$ cat src/rtl/s3g_pkg.sv
// Shared S3G protocol constants and types, used by the receiver and the transmitter.
// Latency: none (declarations only).
// Backpressure: none (declarations only).
package s3g_pkg;

  localparam logic [7:0] START_BYTE     = 8'hD5;
  localparam logic [7:0] CRC8_POLY_REFL = 8'h8C;
  localparam int         MAX_PAYLOAD    = 16;

  // LEN_W holds 0..MAX_PAYLOAD inclusive; IDX_W addresses one payload slot.
  localparam int LEN_W = $clog2(MAX_PAYLOAD + 1);
  localparam int IDX_W = $clog2(MAX_PAYLOAD);

  typedef enum logic [1:0] {
    S_IDLE,
    S_LEN,
    S_PAYLOAD,
    S_CRC
  } state_t;

  // Element [0] is payload byte 0.
  typedef logic [MAX_PAYLOAD-1:0][7:0] buf_t;

endpackage

$ cat src/rtl/crc8_maxim.sv
// Maxim/iButton CRC8 (reflected poly 8'h8C) next-state for one byte, LSB-first.
// Latency: combinational.
// Backpressure: none.
// Ports: crc_in (running CRC), data (new byte), crc_out (updated CRC).
module crc8_maxim
  import s3g_pkg::*;
(
  input  logic [7:0] crc_in,
  input  logic [7:0] data,
  output logic [7:0] crc_out
);

  logic [7:0] c;

  always_comb begin
    c = crc_in ^ data;
    for (int i = 0; i < 8; i++) begin
      c = c[0] ? ((c >> 1) ^ CRC8_POLY_REFL) : (c >> 1);
    end
    crc_out = c;
  end

endmodule

$ cat config.mk
export PLATFORM = sky130hd
export DESIGN_NAME = crc8_maxim
export DESIGN_NICKNAME = d
export VERILOG_FILES = /design/src/rtl/s3g_pkg.sv /design/src/rtl/crc8_maxim.sv
export SDC_FILE = /design/constraint.sdc
export NUM_CORES = 1
export LEC_CHECK = 0
export CORE_AREA = 3 3 40 42
export DETAILED_ROUTE_END_ITERATION = 8
export DIE_AREA = 0 0 43 45
export GPL_ROUTABILITY_DRIVEN = 0
export PLACE_DENSITY_LB_ADDON = 0.08
export REMOVE_ABC_BUFFERS = 1
export SYNTH_ARGS = -nofsm -noshare
export SYNTH_HDL_FRONTEND = slang
export SYNTH_SLANG_ARGS = --single-unit
export TNS_END_PERCENT = 30
$ cat constraint.sdc
create_clock -name vclk -period 2.8
set_clock_uncertainty 0.2 [all_clocks]
set_input_delay 0.84 -clock vclk [all_inputs]
set_output_delay 0.84 -clock vclk [all_outputs]
set_load 0.05 [all_outputs]
==> results <==
-- repair_timing --
item | in CTS | in global routing
resized for setup | 41 | 10
endpoints found under the hold margin | 0 | 0
endpoints found under the setup margin | 8 | 8
pin swaps | 12 | 3
setup buffers | 3 | 0
-- worst max path at each step --
stage,from,endpoint,slack (ns),cells past startpoint
after floorplan,data[1],crc_out[2],-1.12,4
after global placement,data[1],crc_out[2],-0.84,6
final,data[4],crc_out[7],-0.40,6
after CTS,data[5],crc_out[0],-0.42,5
after global routing,data[4],crc_out[2],-0.46,6
after detailed placement,data[1],crc_out[7],-0.90,6
-- metal layers --
layer | part of all wire (%) | track usage [%] | up-vias | wire length (um)
met5 | 0 | 0 | - | 0
met4 | 0 | 0 | 0 | 0
met1 | 30 | 8.74 | 116 | 195
li1 | - | - | 129 | -
met2 | 59 | 12.9 | 15 | 381
met3 | 10 | 1.59 | 0 | 65
-- synth_stat cells --
| library cell | n |
|---|---|
| xnor2_4 | 1 |
| xnor2_2 | 2 |
| xnor2_1 | 11 |
| xor2_1 | 4 |
| xnor3_2 | 1 |
-- area by class of cell --
class | instances | area, um2 | area share (%)
tap | 15 | 18.8 | 2.49
multi-input combinational | 19 | 335 | 44.5
timing repair buffer | 36 | 399 | 53.0
-- cell families after synthesis --
family,after synthesis
xor+xnor,19
-- power by group through the flow --
stage	Clock [mW]	Sequential, mW	Combinational (mW)
after floorplan	0	0	0.267
after global placement	0	0	0.534
after detailed placement	0	0	0.540
after CTS	0	0	0.580
after global routing	0	0	0.606
final	0	0	0.587
-- worst max-delay path: stages --
cell and delay (ns):
buf_8 0.10, xnor2_4 0.16, xnor3_2 0.49, xnor2_4 0.24
xnor2_2 0.16, buf_12 0.17
-- through the flow --
| stage | hold WS (ns) | setup WS [ns] | cell area (um2) | instances | util [%] |
|---|---|---|---|---|---|
| final | 2.13 | -0.404 | 753 | 70 | 58.6 |
| after global placement | 2.43 | -0.845 | 609 | 67 | 47.4 |
| after CTS | 2.17 | -0.417 | 712 | 70 | 55.4 |
| after detailed placement | 2.46 | -0.905 | 609 | 67 | 47.4 |
| after global routing | 2.18 | -0.459 | 753 | 70 | 58.6 |
| after floorplan | 1.77 | -1.12 | 215 | 19 | - |
==> results.json <==
{
  "status": "finished with violations",
  "violations": "negative setup slack",
  "hold_class": "input pin to output port",
  "maxSlewViolCount": 0,
  "vias": 260,
  "synth_area_leaders": "xnor2_1 45%, xor2_1 16%, xnor2_2 15%",
  "worst_setup_path_start_kind": "input pin",
  "grt_max_degree": 4,
  "fin_crit_ns": 3.20,
  "grt_pass1_vias": 256,
  "dp_hpwl_um": 562,
  "synth_top_cell_by_area": "xnor2_1",
  "critPathCaptureType": "output port",
  "finalWorstSetupSlack_ns": -0.404,
  "crit_fanout": 3,
  "drc": 0,
  "p_clk_share_pct": 0,
  "cts_hold_buffers": 0,
  "synth-compound-area-share_pct": 0,
  "layout_commonest_cell": "buf_4",
  "die_x_um": 43,
  "area_growth_pct": 250,
  "syn_inst": 19,
  "synth_area_per_cell_um2": 11.3,
  "synth-simple-area-share_pct": 0,
  "synth_top_family_by_area": "XOR/XNOR gates",
  "crit_arrival_ns": 2.16,
  "synth_top_cell_area_share_pct": 44.8,
  "grt_pass1_wl_um": 1090,
  "worstPathRequired_ns": 1.76,
  "tns_ns": -2.45,
  "layout_common_cells": "12 x buf_4, 10 x xnor2_2, 7 x buf_12",
  "switching_share_pct": 49.3,
  "ys.warnings.count": 0,
  "synth-adder-area-share_pct": 0,
  "rsz0062_at_grt": "true",
  "synthMuxAreaShare_pct": 0,
  "antenna_found_initial": 0,
  "postRouteAntennaNets": 0,
  "setup_viol": 8,
  "nets": 73,
  "yosysSeqAreaShare_pct": 0,
  "initial_utilization_pct": 16.7,
  "layout-drive-gt1-share_pct": 80.0,
  "portBuffers": 24,
  "regArea_um2": 0,
  "ys_types": 5,
  "fill_cells": 106,
  "min_from": "data[1]",
  "min_to": "crc_out[5]",
  "pwr-share-comb_pct": 100.0,
  "critPathKind": "input pin to output port",
  "overflow": 0,
  "fmax_mhz": 312,
  "row_count": 13,
  "switching_power_uw": 289,
  "track_usage_pct": 6.93,
  "syn_area_um2": 215,
  "wl_per_cell_um": 9.17,
  "io_pins": 24,
  "maxCapViolations": 0,
  "power.density_nw_per_um2": 779,
  "sequentialPowerShare_pct": 0,
  "worst_pin_slew_ns": 0.263,
  "seq_cells": 0,
  "fin_crit_sh_pct": 114,
  "dr.pass1.iters": 1,
  "totalWireLength_um": 642,
  "hold_viol_final": 0,
  "p_total_uw": 587,
  "ir_drop_v": 0.000475,
  "slew_headroom_pct": 82.4,
  "intPower_uw": 298,
  "dieArea_um2": 1940,
  "synth-xor-area-share_pct": 100,
  "clock_buffer_count": 0,
  "holdPathStages": 6,
  "leakage_nw": 0.350,
  "die_h_um": 45,
  "drtIter0Drc": 0,
  "core-area_um2": 1280,
  "num_antenna_cells": 0,
  "routed_via_density": 3.71
}
No activity file was read; power rests on OpenSTA's default activity.
